===== config.mk =====
export PLATFORM = sky130hd
export DESIGN_NAME = special_op_ctrl_stage
export DESIGN_NICKNAME = d
export VERILOG_FILES = /design/src/rtl/special_op_ctrl_stage.sv
export SDC_FILE = /design/constraint.sdc
export NUM_CORES = 1
export LEC_CHECK = 0
export BUFFER_PORTS_ARGS = -buffer_cell sky130_fd_sc_hd__buf_2
export CORE_UTILIZATION = 56
export CTS_BUF_LIST = sky130_fd_sc_hd__clkbuf_16
export CTS_CLUSTER_SIZE = 16
export DETAILED_ROUTE_END_ITERATION = 6
export PLACE_DENSITY = 0.91
export SETUP_SLACK_MARGIN = 0.5
export SLEW_MARGIN = 25
export SYNTH_ARGS = -nofsm -noshare
export SYNTH_HDL_FRONTEND = slang
export SYNTH_SLANG_ARGS = --single-unit

===== constraint.sdc =====
create_clock -name clk -period 3.9 [get_ports clk]
set_input_delay 0.585 -clock clk [delete_from_list [all_inputs] [get_ports clk]]
set_output_delay 0.585 -clock clk [all_outputs]
set_load 0.005 [all_outputs]

===== src/rtl/special_op_ctrl_stage.sv =====
// Pipelined JAL/JALR/LUI/AUIPC selector with registered writeback,
// one-cycle jump redirect and wrong-path squash after each redirect.
module special_op_ctrl_stage #(
  parameter int XLEN = 32,
  parameter int FLUSH_CYCLES = 2,
  localparam int CNT_W =
    (FLUSH_CYCLES > 0) ? $clog2(FLUSH_CYCLES + 1) : 1
) (
  input  logic            clk,
  input  logic            rst_n,
  input  logic            kill,
  input  logic            in_valid,
  output logic            in_ready,
  input  logic [31:0]     in_instr,
  input  logic [XLEN-1:0] in_pc,
  input  logic [XLEN-1:0] in_rs1,
  output logic            out_valid,
  input  logic            out_ready,
  output logic [2:0]      out_sel,
  output logic [XLEN-1:0] out_val,
  output logic [4:0]      out_rd,
  output logic            redirect_valid,
  output logic [XLEN-1:0] redirect_pc
);

  localparam logic [4:0] OP_JALR  = 5'b11001;
  localparam logic [4:0] OP_JAL   = 5'b11011;
  localparam logic [4:0] OP_LUI   = 5'b01101;
  localparam logic [4:0] OP_AUIPC = 5'b00101;

  typedef enum logic {S_RUN, S_FLUSH} state_t;

  state_t          r_state;
  state_t          w_state_nxt;
  logic [CNT_W-1:0] r_cnt;
  logic [CNT_W-1:0] w_cnt_nxt;

  logic            r_out_valid;
  logic [2:0]      r_out_sel;
  logic [XLEN-1:0] r_out_val;
  logic [4:0]      r_out_rd;
  logic            r_redirect_valid;
  logic [XLEN-1:0] r_redirect_pc;

  logic [4:0]      w_op;
  logic            w_is_jalr;
  logic            w_is_jal;
  logic            w_is_lui;
  logic            w_is_auipc;
  logic [XLEN-1:0] w_imm_u;
  logic [XLEN-1:0] w_imm_i;
  logic [XLEN-1:0] w_imm_j;
  logic [XLEN-1:0] w_pc4;
  logic [2:0]      w_sel;
  logic [XLEN-1:0] w_val;
  logic            w_jump;
  logic [XLEN-1:0] w_tgt;
  logic            w_acc;
  logic            w_load;
  logic            w_drop;
  logic            w_unused;

  assign w_unused = &{1'b0, in_instr[1:0]};

  assign w_op       = in_instr[6:2];
  assign w_is_jalr  = (w_op == OP_JALR);
  assign w_is_jal   = (w_op == OP_JAL);
  assign w_is_lui   = (w_op == OP_LUI);
  assign w_is_auipc = (w_op == OP_AUIPC);

  assign w_imm_u = XLEN'($signed({in_instr[31:12], 12'b0}));
  assign w_imm_i = XLEN'($signed(in_instr[31:20]));
  assign w_imm_j = XLEN'($signed({in_instr[31], in_instr[19:12],
                                  in_instr[20], in_instr[30:21],
                                  1'b0}));
  assign w_pc4   = in_pc + XLEN'(4);

  always_comb begin
    w_sel  = 3'b000;
    w_val  = '0;
    w_jump = 1'b0;
    w_tgt  = '0;
    unique case (1'b1)
      w_is_jalr: begin
        w_sel  = 3'b111;
        w_val  = w_pc4;
        w_jump = 1'b1;
        w_tgt  = (in_rs1 + w_imm_i) & ~XLEN'(1);
      end
      w_is_jal: begin
        w_sel  = 3'b110;
        w_val  = w_pc4;
        w_jump = 1'b1;
        w_tgt  = in_pc + w_imm_j;
      end
      w_is_lui: begin
        w_sel = 3'b100;
        w_val = w_imm_u;
      end
      w_is_auipc: begin
        w_sel = 3'b101;
        w_val = in_pc + w_imm_u;
      end
      default: ;
    endcase
  end

  // Squash beats are always accepted so fetch drains regardless of backpressure.
  assign in_ready = (r_state == S_FLUSH) || !r_out_valid || out_ready;
  assign w_acc    = in_valid && in_ready;
  assign w_load   = w_acc && (r_state == S_RUN);
  assign w_drop   = w_acc && (r_state == S_FLUSH);

  always_comb begin
    w_state_nxt = r_state;
    w_cnt_nxt   = r_cnt;
    unique case (r_state)
      S_RUN: begin
        if (w_load && w_jump && (FLUSH_CYCLES > 0)) begin
          w_state_nxt = S_FLUSH;
          w_cnt_nxt   = CNT_W'(FLUSH_CYCLES);
        end
      end
      S_FLUSH: begin
        if (w_drop) begin
          w_cnt_nxt = r_cnt - CNT_W'(1);
          if (r_cnt == CNT_W'(1)) w_state_nxt = S_RUN;
        end
      end
      default: w_state_nxt = S_RUN;
    endcase
    if (kill) begin
      w_state_nxt = S_RUN;
      w_cnt_nxt   = '0;
    end
  end

  always_ff @(posedge clk) begin
    if (!rst_n) begin
      r_state <= S_RUN;
      r_cnt   <= '0;
    end else begin
      r_state <= w_state_nxt;
      r_cnt   <= w_cnt_nxt;
    end
  end

  always_ff @(posedge clk) begin
    if (!rst_n) begin
      r_out_valid      <= 1'b0;
      r_out_sel        <= '0;
      r_out_val        <= '0;
      r_out_rd         <= '0;
      r_redirect_valid <= 1'b0;
      r_redirect_pc    <= '0;
    end else if (kill) begin
      r_out_valid      <= 1'b0;
      r_redirect_valid <= 1'b0;
    end else begin
      r_redirect_valid <= w_load && w_jump;
      if (w_load) begin
        r_out_valid <= 1'b1;
        r_out_sel   <= w_sel;
        r_out_val   <= w_val;
        r_out_rd    <= in_instr[11:7];
        if (w_jump) r_redirect_pc <= w_tgt;
      end else if (r_out_valid && out_ready) begin
        r_out_valid <= 1'b0;
      end
    end
  end

  assign out_valid      = r_out_valid;
  assign out_sel        = r_out_sel;
  assign out_val        = r_out_val;
  assign out_rd         = r_out_rd;
  assign redirect_valid = r_redirect_valid;
  assign redirect_pc    = r_redirect_pc;

endmodule


Yosys cells after proc, flatten, opt, wreduce, memory -nomap -nowiden
Cells that the tools add are included.
Word-level totals
  bits in registers: 77
  input bits: 101
  output and inout bits: 75
  word-level logic and storage cells: 50
Operators by class
  add/sub/neg operators: 5
  eq/ne operators: 7
  mux-type cells: 13
  bitwise operators: 3
  reduce and logical (&&, ||, !) cells: 14
Operators by type and width (count)
  adder 32 bit: 3
  case mux 32 bit (3 select lines): 1
  case mux 32 bit (2 select lines): 1
  adder 32 x 3 -> 32 bit (second input constant): 1
  case mux 3 bit (4 select lines): 1
  equality test 5 bit (second input constant): 2
  2-to-1 mux 1 bit: 6
  equality test 5 x 3 -> 1 bit (second input constant): 1
  equality test 5 x 4 -> 1 bit (second input constant): 1
  logical AND 1 bit: 5
  2-to-1 mux 2 bit: 2
  inequality test 2 x 1 -> 1 bit (second input constant): 2
  case mux 2 bit (2 select lines): 1
  AND reduction 2 bit: 2
  OR reduction 2 bit: 2
  inverter 1 bit: 3
  AND reduction 3 bit: 1
  equality test 2 x 1 -> 1 bit (second input constant): 1
  logical OR 1 bit: 2
  case mux 1 bit (2 select lines): 1
  nonzero test 2 bit: 1
  subtractor 2 x 1 -> 2 bit (second input constant): 1
  zero test 1 bit: 1

Logic depth before layout (Yosys ltp)
Gate-level depths: netlist of the first run.
  depth in word-level cells: 8
  depth in mapped cells: 12
  depth with buffers taken out: 12

Least setup slack after synthesis of the first run
OpenSTA, ideal clock, no wires.
  kind: input -> register
  from: input port in_instr[21]
  to: register r_redirect_pc[29] (netlist: redirect_pc[29])
  arrival time: 2927 ps
  setup slack: 837 ps
  stages: 12
  path buffers: 0
  path through: ha_1 -> fa_1 -> a21o_1 -> a221oi_2 -> a211o_1 -> o211ai_2 -> o31ai_1 -> nor3_1 -> o211ai_1 -> nand2_1 -> xnor2_1 -> a31oi_1
Between the ends
  word-level cells in the longest chain between the ends: 2
  elaborated cells on any way between the ends: 3
  classes of those cells: 2 x add/sub; 1 x mux
Ends and longest elaborated chain
  from (decl): line 14  | input logic [31:0] in_instr,
  adder 32 bit (on tied branches): line 94, 88
  case mux 32 bit (2 select lines) *: line 83  | unique case (1'b1)
  to (signal assigned): line 166  | if (w_jump) r_redirect_pc <= w_tgt;
  to (decl): line 43  | logic [XLEN-1:0] r_redirect_pc;
Every way passes the cells marked *; elsewhere a longest branch is shown, timed or not.
A chain may end at the register's enable or synchronous reset.

Final worst setup path of the first run
  from: input port in_instr[21]
  to: register r_redirect_pc[31] (netlist: redirect_pc[31])
Same word-level chain as after synthesis.

==> run_results.csv, run 1 <==
group,metric,value,unit
status,status,"complete, but fails checks",
status,failed_checks,"design-rule violations",
floorplan,die_h,117.5,µm
critical_path,endpoint_kind,"flop",
cells_and_area,final_nets,1318,
placement,port_buffers,173,
grt,grt_overflow,0,
sta,slew_headroom,0.3031,
critical_path,critPathLaunchType,"input port",
sta,clock_skew,0.002571,ns
power_and_ir_drop,ir_drop,0.0002096,V
cells_and_area,fin_cells,1317,
cells_and_area,areaGrowthSynthToFinish,16.91,%
grt,grt_pass1_wl,37390,µm
sta,fin_crit,3.276,ns
yosys,synth_nets,1177,
yosys,ys.flop_type,"dfxtp_1",
yosys,netlist_instances,1000,
sta,finalHoldViolations,0,
critical_path,rr_endpoint,"out_val[30]$_SDFFE_PN0P_",
clocking,cts_buffers,9,
routing,drc_errors,13,
yosys,ys_seq_area_frac,0.2065,
cells_and_area,diodes,0,
cells_and_area,fill_cells,1117,
cells_and_area,seq_area,1541,µm²
placement,placed_cell_area,8441,µm²
cells_and_area,fin_util,0.6805,
clocking,clk_pin_slew,0.06,ns
critical_path,worst_r2r_path_depth,7,
routing,vias_per_cell,6.239,
sta,worst_pin_slew,1.045,ns
critical_path,cp_slowest_stage_delay,0.42,ns
routing,detail-route-antenna-nets,0,
clocking,cts_tree,"done",
sta,max_freq,0.3053,GHz
power_and_ir_drop,powerDensity,295.6,nW/µm²
routing,wl,23740,µm
yosys,synth_top_area_frac,0.2065,
yosys,synthArstFlopShare,0,
cells_and_area,stdcell_area,8727,µm²
critical_path,path_max_fanout,5,
yosys,synth_cell_type_count,64,
yosys,synth_top_area_cell,"dfxtp_1",
min_path,holdPathStages,2,
critical_path,r2r_start,"r_state$_SDFF_PP0_",
critical_path,cp.arrival,3.50,ns
yosys,synth.cell_area,7465,µm²
grt,antenna_found_initial,0,
floorplan,initial_core_util,0.5820,
sta,slew_viol_final,0,
grt,grt_use_met1,0.4286,
grt,grtUsageMet3,0.06686,
floorplan,std_cell_rows,41,
clocking,htreeDepth,3,
sta,worst_slack,0.6244,ns
clocking,cts.repair.resized,0,
critical_path,slowest_stage,"fa_1",
critical_path,worst-r2r-setup-slack,1.68,ns
yosys,avgSynthCellArea,7.465,µm²
cells_and_area,final_cell_mix,"173 x buf_2, 108 x a21oi_1, 93 x nand2_1",
floorplan,core,12820,µm²
cells_and_area,final_common_cell,"buf_2",
critical_path,cp_top_family,"compound AO/OA/AOI/OAI gates",
clocking,cts_buffer_depth,2,
routing,dr.pass1.iters,7,
run,maxCapViolCount,0,
sta,tns,0,ns
yosys,synth_seq_cells,77,
grt,grtUsageMet2,0.5444,
yosys,synth_edf_count,0,
critical_path,cp.required,4.13,ns
min_path,hold_start,"out_val[0]$_SDFFE_PN0P_",
yosys,synth_area_leaders,"dfxtp_1 21%, ha_1 12%, xnor2_1 7.7%",
grt,grt_use_total,0.3377,
min_path,hold_end,"out_val[0]$_SDFFE_PN0P_",
routing,wire_per_inst,18.02,µm
clocking,clock_latency,0.35,ns
floorplan,fp.dieArea,13800,µm²
routing,drtIter0Drc,838,
sta,setup_viol,0,
clocking,cts_sinks,77,
placement,preCtsSetupSlack,0.3164,ns
power_and_ir_drop,leakagePower,3.973,nW
grt,grt_max_degree,55,
placement,place_inst,1302,
floorplan,die_x,117.5,µm
min_path,hold_path_class,"flop to flop",
clocking,postCtsSetupRepairBufs,0,
routing,via_count,8217,
critical_path,crit_chain,"buf_2 > ha_1 > fa_1 > a21o_1 > a221oi_2 > a211o_1 > o211ai_2 > nor3_1 > o31a_1 > o21ai_2 > xnor2_1 > a221oi_1 > nor2_1",
grt,first_global_vias,7469,
yosys,yosysWarnings,0,
sta,grt_setup_unrepaired,"yes",
critical_path,critical_path_class,"input port to flop",
clocking,cts_hold_buf,0,
grt,grt_busiest_layer,"met2",
critical_path,crit_buf_inv,1,
placement,hpwl,17840,µm
placement,gp_congestion,0.9521,
sta,fin_crit_sh,0.8399,
cells_and_area,multi_input_area,5653,µm²
floorplan,io_pins,176,
cells_and_area,drive_above_1_share,0.1852,
clocking,root_buffer,"clkbuf_16",
-- metrics by stage --
stage	total power (W)	hold WS, ns
CTS	0.002559	0.4522
global placement	0.001718	0.4405
finish	0.002580	0.4482
detailed placement	0.001730	0.4442
global route	0.002697	0.4744
floorplan	0.001469	0.4402
-- synthesized netlist by cell type (6+ instances only) --
cell type  count
a211oi_1      13
a21o_1        39
a21oi_1      108
a221oi_1      11
a22oi_1       15
a31oi_1       13
and2_1        15
and3_1        21
clkbuf_1      45
dfxtp_1       77
ha_1          73
inv_1         19
nand2_1       93
nand2b_1      10
nand3_1       19
nand4_1       20
nor2_1        84
nor2b_1        8
nor3_1        28
o211ai_1      11
o21a_1        14
o21ai_0       80
o21bai_1      10
o221ai_1       6
xnor2_1       66
xor2_1        27
-- area by class of cell --
class | instances | share of cell area
Multi-Input combinational cell | 849 | 0.6477
Sequential cell | 77 | 0.1766
Timing Repair Buffer | 184 | 0.1101
Clock buffer | 9 | 0.02581
Tap cell | 172 | 0.02466
Inverter | 20 | 0.008602
Clock inverter | 6 | 0.006452
-- how the worst max path moves through the flow --
stage          cells after the start  slack (ns)    startpoint                      endpoint
6_report                          13        0.62  in_instr[21]  redirect_pc[31]$_SDFFE_PN0P_
3_3_place_gp                      13        0.37  in_instr[21]  redirect_pc[29]$_SDFFE_PN0P_
2_1_floorplan                     12        0.84  in_instr[21]  redirect_pc[29]$_SDFFE_PN0P_
4_1_cts                           13        0.64  in_instr[21]  redirect_pc[29]$_SDFFE_PN0P_
3_5_place_dp                      13        0.32  in_instr[21]  redirect_pc[29]$_SDFFE_PN0P_
5_1_grt                           13        0.50  in_instr[21]  redirect_pc[31]$_SDFFE_PN0P_
-- logic make-up after synthesis --
family	after synthesis	synth area share
compound gates	361	0.3084
simple gates	313	0.1995
buf+inv	74	0.03788
xor+xnor	93	0.1091
fa+ha+maj	76	0.1304
mux	6	0.008213
flops	77	0.2065
-- worst register-to-register path: stages (launching register included) --
cell	delay [ns]
dfxtp_1	0.31
inv_1	0.10
nand2_1	0.11
or3_1	0.53
a21oi_1	0.46
buf_4	0.30
nand3_1	0.16
o22ai_1	0.17
-- power breakdown --
| group | switching, W | internal, W |
|---|---|---|
| Sequential | 0.00000874 | 0.000804 |
| Clock | 0.000349 | 0.000487 |
| Combinational | 0.000547 | 0.000384 |
-- routing by layer --
layer  wire (µm)  part of all wire  up-vias
met1        9907              0.42     3773
li1            -                 -     3966
met3        2079             0.088       66
met4        1071             0.045        0
met5           0                 0        -
met2       10680              0.45      412
-- registers in the layout, indices dropped and copies added, names as in the netlist --
name            flops
r_cnt               2
out_sel             3
redirect_pc        32
redirect_valid      1
out_val            32
r_state             1
out_valid           1
out_rd              5
Power figures use the tool's default switching activity.
==> inputs of run 2 (changes only) <==
--- a/config.mk
+++ b/config.mk
@@ -5,12 +5,13 @@
 export SDC_FILE = /design/constraint.sdc
 export NUM_CORES = 1
 export LEC_CHECK = 0
+export ABC_AREA = 1
 export BUFFER_PORTS_ARGS = -buffer_cell sky130_fd_sc_hd__buf_2
-export CORE_UTILIZATION = 56
+export CORE_UTILIZATION = 53
 export CTS_BUF_LIST = sky130_fd_sc_hd__clkbuf_16
 export CTS_CLUSTER_SIZE = 16
 export DETAILED_ROUTE_END_ITERATION = 6
-export PLACE_DENSITY = 0.91
+export PLACE_DENSITY = 0.87
 export SETUP_SLACK_MARGIN = 0.5
 export SLEW_MARGIN = 25
 export SYNTH_ARGS = -nofsm -noshare
==> constraint.sdc (replaced) <==
create_clock -name clk -period 2.9 [get_ports clk]
set_input_delay 0.435 -clock clk [delete_from_list [all_inputs] [get_ports clk]]
set_output_delay 0.435 -clock clk [all_outputs]
set_load 0.005 [all_outputs]
==> run 2 against run 1 <==
The flow now finishes without violations. First-iteration DRC count increased by 42%. Power increased by 43%. Clock skew increased by 0.0081 ns. Area after synthesis increased by 34%. Hold slack got worse by 0.13 ns. Routed wire length increased by 57%. Critical path type unchanged.
==> run_results.csv, run 2 <==
group,metric,value,unit
cells_and_area,final_cell_mix,"726 x nand2_1, 327 x inv_1, 206 x nor2_1",
floorplan,std_cell_rows,49,
critical_path,crit_start,"in_pc[17]",
power_and_ir_drop,pwr-share-comb,0.393,
critical_path,cp_slowest_stage_delay,0.41,ns
clocking,cts_buffers,9,
routing,drtIter0Drc,1194,
sta,clock_skew,0.01065,ns
critical_path,slowest_stage,"ha_1",
yosys,netlist_instances,1915,
run,maxCapViolCount,0,
min_path,hold_end,"out_rd[4]$_SDFFE_PN0P_",
sta,tns,0,ns
critical_path,critPathLaunchType,"input port",
clocking,clk_pin_slew,0.07,ns
critical_path,critical_path_class,"input port to flop",
cells_and_area,final_nets,2256,
grt,grt_use_total,0.3791,
clocking,cts_buffer_depth,2,
critical_path,cp.required,3.18,ns
sta,fin_crit,2.273,ns
grt,grt_max_degree,62,
power_and_ir_drop,p_sw_frac,0.4017,
yosys,synthArstFlopShare,0,
yosys,synth.cell_area,10040,µm²
clocking,cts_sinks,77,
yosys,ys.flop_type,"dfxtp_1",
routing,wire_per_inst,16.07,µm
power_and_ir_drop,clockPowerShare,0.314,
yosys,synth_nets,2092,
floorplan,io_pins,176,
critical_path,cp.arrival,2.55,ns
critical_path,cp_common_cell,"nand2_1",
yosys,avgSynthCellArea,5.243,µm²
power_and_ir_drop,ir_drop,0.0003619,V
critical_path,path_max_fanout,7,
cells_and_area,drive_above_1_share,0.1185,
grt,grt_pass1_wl,58080,µm
clocking,cts_tree,"done",
routing,via_count,12488,
routing,drc_errors,0,
floorplan,die_x,139.6,µm
cells_and_area,areaGrowthSynthToFinish,13.97,%
grt,grt_overflow,0,
sta,slew_viol_final,0,
cells_and_area,multi_input_area,7074,µm²
critical_path,r2r_start,"r_state$_SDFF_PP0_",
routing,dr.pass1.iters,7,
min_path,holdPathStages,3,
power_and_ir_drop,powerDensity,323.4,nW/µm²
status,status,"complete, no violations",
critical_path,crit_chain,"buf_2 > ha_1 > nand2_1 > inv_1 > a21oi_1 > nand2_1 > nand3_1 > nand2_1 > nand2_1 > nand3_1 > nand2_1 > nand2_1 > a21oi_1",
floorplan,initial_core_util,0.5495,
power_and_ir_drop,power.internal,0.002214,W
critical_path,worst_r2r_path_depth,7,
routing,vias_per_cell,5.399,
yosys,synth_cell_type_count,43,
cells_and_area,diodes,0,
power_and_ir_drop,sequentialPowerShare,0.293,
critical_path,rr_endpoint,"out_val[11]$_SDFFE_PN0P_",
yosys,ys_seq_area_frac,0.1535,
cells_and_area,final_common_cell,"nand2_1",
yosys,synth_area_leaders,"nand2_1 27%, dfxtp_1 15%, inv_1 12%",
min_path,hold_path_class,"input port to flop",
cells_and_area,fill_cells,1926,
cells_and_area,seq_area,1541,µm²
sta,worst_pin_slew,0.6633,ns
placement,preCtsSetupSlack,0.3495,ns
sta,finalHoldViolations,0,
clocking,cts_hold_buf,0,
sta,grt_setup_unrepaired,"no",
min_path,hold_start,"in_instr[11]",
floorplan,core,18270,µm²
clocking,clock_latency,0.35,ns
yosys,yosysMostFrequentCell,"nand2_1",
sta,slew_headroom,0.5573,
yosys,yosys-top-cells-count,"726 x nand2_1, 326 x inv_1, 207 x nor2_1",
yosys,synth_edf_count,0,
clocking,htreeDepth,3,
yosys,synth_seq_cells,77,
yosys,yosysWarnings,0,
routing,detail-route-antenna-nets,0,
placement,gp_congestion,1.032,
sta,max_freq,0.4399,GHz
placement,port_buffers,173,
sta,setup_viol,0,
critical_path,worst-r2r-setup-slack,1.16,ns
routing,wl,37170,µm
critical_path,crit_buf_inv,2,
power_and_ir_drop,leakagePower,6.607,nW
critical_path,endpoint_kind,"flop",
sta,fin_crit_sh,0.7839,
floorplan,fp.dieArea,19500,µm²
power_and_ir_drop,power.switching,0.001487,W
yosys,synth_top_area_cell,"nand2_1",
placement,hpwl,30560,µm
yosys,synth_top_area_frac,0.2714,
grt,first_global_vias,11184,
clocking,root_buffer,"clkbuf_16",
sta,worst_slack,0.6268,ns
critical_path,cp_top_family,"simple AND/OR/NAND/NOR gates",
floorplan,die_h,139.6,µm
grt,antenna_found_initial,1,
==> run 2: cell types whose count changed in the layout (fill, tap and decap cells not counted), moves of 15 or more <==
cell,delta
nand2_1,+633
inv_1,+307
nand3_1,+153
nor2_1,+123
xnor2_1,-64
a21o_1,-36
o21ai_0,-36
xor2_1,-22
and3_1,-20
nand3b_1,+15
nor3_1,-15
==> run 2: cell families (layout without fill, tap and decap cells) <==
kind of cell | count (synthesis) | after routing | synth area share
flip-flops | 77 | 77 | 0.1535
buffers and inverters | 366 | 535 | 0.1421
XOR/XNOR | 7 | 7 | 0.006107
adder cells (fa/ha/maj) | 76 | 76 | 0.09696
AO/OA/AOI/OAI | 199 | 199 | 0.1071
AND/OR/NAND/NOR | 1190 | 1190 | 0.4943
==> run 2: cell type report <==
class                           instances  share of cell area
Clock buffer                            9             0.01968
Clock inverter                          7            0.006342
Inverter                              333              0.1093
Multi-Input combinational cell       1472              0.6183
Sequential cell                        77              0.1347
Tap cell                              229             0.02504
Timing Repair Buffer                  186             0.08660
==> run 2: layer usage <==
layer | vias to the layer above | wire, µm | GRT usage
met5 | - | 0 | 0
met4 | 0 | 1446 | 0.1521
met3 | 87 | 3039 | 0.05471
met2 | 554 | 17340 | 0.6498
met1 | 5565 | 15350 | 0.4770
li1 | 6282 | - | -
==> run 2: worst min-delay path, delay by kind of cell <==
family,cells,cell delay (ns)
AND/OR/NAND/NOR,2,0.12
buffers and inverters,1,0.07
==> run 2: worst max path at each step <==
stage,endpoint,slack [ns],depth (start not counted)
4_1_cts,redirect_pc[16]$_SDFFE_PN0P_,0.70,15
3_5_place_dp,redirect_pc[16]$_SDFFE_PN0P_,0.35,15
6_report,out_val[26]$_SDFFE_PN0P_,0.63,13
2_1_floorplan,redirect_pc[28]$_SDFFE_PN0P_,0.92,12
5_1_grt,out_val[26]$_SDFFE_PN0P_,0.50,12
3_3_place_gp,redirect_pc[29]$_SDFFE_PN0P_,0.35,15
==> run 2: metrics by stage <==
step	area (µm²)	power [W]	instances	util	hold slack, ns
3_5_place_dp	11140	0.002522	2297	0.6097	0.4536
5_1_grt	11440	0.003916	2313	0.6263	0.3478
6_report	11440	0.003701	2313	0.6263	0.3161
2_1_floorplan	10040	0.002068	1915	-	0.4321
4_1_cts	11440	0.003678	2313	0.6260	0.3128
3_3_place_gp	11140	0.002501	2297	0.6097	0.4454
==> run 2: power by group through the flow <==
stage               clock network (W)  logic, W  registers [W]
floorplan                           0  0.000959        0.00111
global placement                    0   0.00139        0.00111
detailed placement                  0   0.00141        0.00111
CTS                           0.00117   0.00142        0.00108
global route                  0.00120   0.00163        0.00109
finish                        0.00116   0.00146        0.00108
==> run 2: timing repair <==
action,CTS,global route
buffers inserted,0,0
setup endpoints to repair,0,3
resized for setup,0,2
==> inputs of run 3 (changes only) <==
==> constraint.sdc (replaced) <==
create_clock -name clk -period 2 [get_ports clk]
set_input_delay 0.3 -clock clk [delete_from_list [all_inputs] [get_ports clk]]
set_output_delay 0.3 -clock clk [all_outputs]
set_load 0.005 [all_outputs]
==> run 3 against run 2 <==
The run now fails in global routing. Synthesized cell count unchanged. Area after synthesis unchanged.
==> run_results.csv, run 3 <==
group,metric,value,unit
floorplan,io_pins,176,
yosys,synth_nets,2092,
yosys,synth_top_area_frac,0.2714,
yosys,synth_cell_type_count,43,
placement,hpwl,32110,µm
clocking,cts_buffers,9,
clocking,htreeDepth,3,
yosys,synth_area_leaders,"nand2_1 27%, dfxtp_1 15%, inv_1 12%",
yosys,ys.flop_type,"dfxtp_1",
floorplan,die_x,139.6,µm
status,error_message,"[ERROR GRT-0232] Routing congestion too high. Check the congestion heatmap in the GUI.",
grt,grt_overflow,779,
sta,worst-ep-kind,"sequential cell input",
floorplan,std_cell_rows,49,
yosys,synth_edf_count,0,
status,stop_stage,"global routing",
yosys,synth_seq_cells,77,
floorplan,initial_core_util,0.5495,
floorplan,die_h,139.6,µm
status,status,"did not finish",
placement,gp_congestion,1.089,
yosys,synth_top_area_cell,"nand2_1",
grt,grt_max_degree,38,
yosys,yosysWarnings,0,
yosys,ys_seq_area_frac,0.1535,
placement,preCtsSetupSlack,-0.1737,ns
sta,grt_worst_setup_endpoint,"redirect_pc[23]$_SDFFE_PN0P_/D",
yosys,synth.cell_area,10040,µm²
grt,grt_use_total,0.8981,
clocking,cts_buffer_depth,2,
yosys,netlist_instances,1915,
yosys,yosys-top-cells-count,"726 x nand2_1, 326 x inv_1, 207 x nor2_1",
clocking,root_buffer,"clkbuf_16",
placement,port_buffers,173,
clocking,cts_sinks,77,
yosys,synthArstFlopShare,0,
clocking,cts_hold_buf,0,
yosys,avgSynthCellArea,5.243,µm²
yosys,yosysMostFrequentCell,"nand2_1",
## run 3: cell counts after synthesis
Identical to the previous run, type by type.
## run 3: per-stage QoR
stage,utilization,area [µm²],hold WS [ns],std cells
2_1_floorplan,-,10780,0.4321,1915
3_3_place_gp,0.7266,13280,0.4447,2473
4_1_cts,0.8681,15860,0.1618,2539
3_5_place_dp,0.7266,13280,0.4557,2473
## run 3: metal layers
layer	overflow	global-route usage
met1	22	0.8593
met5	0	0.2281
met4	153	1.001
met2	591	1.136
met3	13	0.6824
## run 3: repair_timing
item                       CTS
pin swaps                  206
gates resized for setup    442
setup endpoints to repair   53
cloned                       6
buffers inserted            45
## run 3: kinds of logic after synthesis
family | synth area share
AO/OA/AOI/OAI | 0.1071
XOR/XNOR | 0.006107
adder cells (fa/ha/maj) | 0.09696
buffers and inverters | 0.1421
flip-flops | 0.1535
AND/OR/NAND/NOR | 0.4943
==> inputs of run 4 (changes only) <==
--- a/config.mk
+++ b/config.mk
@@ -7,12 +7,9 @@
 export LEC_CHECK = 0
 export ABC_AREA = 1
 export BUFFER_PORTS_ARGS = -buffer_cell sky130_fd_sc_hd__buf_2
-export CORE_UTILIZATION = 53
-export CTS_BUF_LIST = sky130_fd_sc_hd__clkbuf_16
-export CTS_CLUSTER_SIZE = 16
+export CORE_UTILIZATION = 40
 export DETAILED_ROUTE_END_ITERATION = 6
-export PLACE_DENSITY = 0.87
-export SETUP_SLACK_MARGIN = 0.5
+export PLACE_DENSITY_LB_ADDON = 0.15
 export SLEW_MARGIN = 25
 export SYNTH_ARGS = -nofsm -noshare
 export SYNTH_HDL_FRONTEND = slang
==> constraint.sdc (replaced) <==
create_clock -name clk -period 2.6 [get_ports clk]
set_input_delay 0.39 -clock clk [delete_from_list [all_inputs] [get_ports clk]]
set_output_delay 0.39 -clock clk [all_outputs]
set_load 0.005 [all_outputs]
==> run 4 against run 3 <==
The flow now finishes without violations.
==> run_results.csv, run 4 (same netlist as run 2, synthesis figures left out) <==
group,metric,value,unit
clocking,cts_tree,"done",
sta,fin_crit,2.194,ns
clocking,cts.repair.resized,0,
placement,place_inst,2402,
clocking,root_buffer,"clkbuf_16",
sta,slew_headroom,0.5845,
routing,vias_per_cell,5.057,
sta,slew_viol_final,0,
cells_and_area,stdcell_area,11620,µm²
clocking,cts_sinks,77,
critical_path,cp_top_family,"simple AND/OR/NAND/NOR gates",
cells_and_area,multi_input_area,7072,µm²
cells_and_area,fin_util,0.4750,
grt,grt_pass1_wl,58440,µm
critical_path,cp_common_cell,"nand3_1",
grt,grt_use_total,0.2898,
min_path,hold_start,"in_instr[7]",
sta,tns,0,ns
cells_and_area,areaGrowthSynthToFinish,15.74,%
cells_and_area,final_cell_mix,"726 x nand2_1, 325 x inv_1, 207 x nor2_1",
critical_path,cp_slowest_stage_delay,0.44,ns
sta,clock_skew,0.007556,ns
critical_path,rr_endpoint,"redirect_pc[10]$_SDFFE_PN0P_",
critical_path,worst_r2r_path_depth,9,
cells_and_area,drive_above_1_share,0.1227,
sta,grt_setup_unrepaired,"no",
floorplan,die_x,160.4,µm
floorplan,initial_core_util,0.4104,
sta,worst_pin_slew,0.6233,ns
clocking,cts_buffer_depth,2,
critical_path,crit_chain,"buf_2 > ha_1 > fa_1 > nand3_1 > nand3_1 > nand3_1 > nand3_1 > o21ai_0 > buf_4 > nand3_1 > nand2_1 > inv_1",
grt,grt_overflow,0,
routing,drc_errors,0,
critical_path,endpoint_kind,"flop",
critical_path,crit_start,"in_instr[21]",
clocking,cts_hold_buf,0,
placement,hpwl,30740,µm
placement,gp_congestion,0.9515,
run,maxCapViolCount,0,
floorplan,std_cell_rows,57,
power_and_ir_drop,power.total,0.004112,W
sta,max_freq,0.4558,GHz
routing,wire_per_inst,15.49,µm
min_path,hold_path_class,"input port to flop",
clocking,clk_pin_slew,0.07,ns
routing,via_count,12233,
cells_and_area,fin_cells,2419,
power_and_ir_drop,powerDensity,353.9,nW/µm²
sta,setup_viol,0,
power_and_ir_drop,ir_drop,0.0002465,V
critical_path,critPathLaunchType,"input port",
floorplan,io_pins,176,
routing,dr.pass1.iters,5,
floorplan,die_h,160.4,µm
clocking,clock_latency,0.37,ns
cells_and_area,final_common_cell,"nand2_1",
grt,first_global_vias,11054,
clocking,postCtsSetupRepairBufs,0,
critical_path,cp.required,2.86,ns
grt,grt_max_degree,62,
critical_path,endpoint,"redirect_pc[13]$_SDFFE_PN0P_",
floorplan,fp.dieArea,25740,µm²
cells_and_area,final_nets,2266,
critical_path,slowest_stage,"fa_1",
critical_path,worst-r2r-setup-slack,0.93,ns
cells_and_area,fill_cells,2778,
status,status,"complete, no violations",
sta,finalHoldViolations,0,
critical_path,cp.arrival,2.45,ns
routing,drtIter0Drc,1229,
power_and_ir_drop,leakagePower,6.640,nW
clocking,htreeDepth,3,
critical_path,cp_num_cells,12,
placement,port_buffers,173,
routing,wl,37460,µm
placement,placed_cell_area,11330,µm²
critical_path,critical_path_class,"input port to flop",
sta,fin_crit_sh,0.8438,
floorplan,core,24460,µm²
cells_and_area,seq_area,1541,µm²
clocking,cts_buffers,9,
critical_path,r2r_start,"r_state$_SDFF_PP0_",
critical_path,crit_buf_inv,3,
grt,antenna_found_initial,1,
routing,detail-route-antenna-nets,0,
critical_path,path_max_fanout,5,
-- run 4: area by class of cell --
type	instances	area share
well taps	324	0.03489
clock buffers	9	0.01938
repair buffers	196	0.09153
flip-flops and latches	77	0.1327
multi-input cells	1472	0.6086
clock inverters	7	0.005061
inverters	333	0.1077
diodes	1	0.0002154
-- run 4: where the power goes --
| group | total (W) | switching [W] | internal (W) | leakage, nW |
|---|---|---|---|---|
| Sequential | 0.00121 | 0.00000901 | 0.00120 | 0.622 |
| Combinational | 0.00162 | 0.00109 | 0.000529 | 5.88 |
| Clock | 0.00128 | 0.000620 | 0.000661 | 0.138 |
| Total | 0.00411 | 0.00172 | 0.00239 | 6.64 |
-- run 4: per-layer routing --
layer / track usage / vias to the layer above / part of all wire
li1: - / 6324 / -
met1: 0.4025 / 5474 / 0.47
met2: 0.4695 / 383 / 0.45
met3: 0.03099 / 52 / 0.062
met4: 0.08615 / 0 / 0.023
met5: 0 / - / 0
-- run 4: worst min-delay path by stage --
stage                     slack, ns                     endpoint  cells past startpoint
after floorplan                0.43        r_cnt[0]$_SDFFE_PP0P_                      1
after detailed placement       0.45     out_val[28]$_SDFFE_PN0P_                      2
final                          0.25       out_rd[0]$_SDFFE_PN0P_                      3
after global placement         0.45  redirect_pc[0]$_SDFFE_PN0P_                      2
after global routing           0.26       out_rd[0]$_SDFFE_PN0P_                      3
after CTS                      0.25       out_rd[0]$_SDFFE_PN0P_                      3
-- run 4: tightest hold or removal path, cell delays in order --
cell and delay, ns:
buf_2 0.07, nor2_1 0.03, nor2_1 0.08
-- run 4: stage by stage --
stage | hold WS, ns | setup slack (ns)
6_report | 0.2530 | 0.4062
3_5_place_dp | 0.4534 | 0.09803
4_1_cts | 0.2498 | 0.4398
3_3_place_gp | 0.4474 | 0.05541
2_1_floorplan | 0.4321 | 0.6649
5_1_grt | 0.2590 | 0.2805
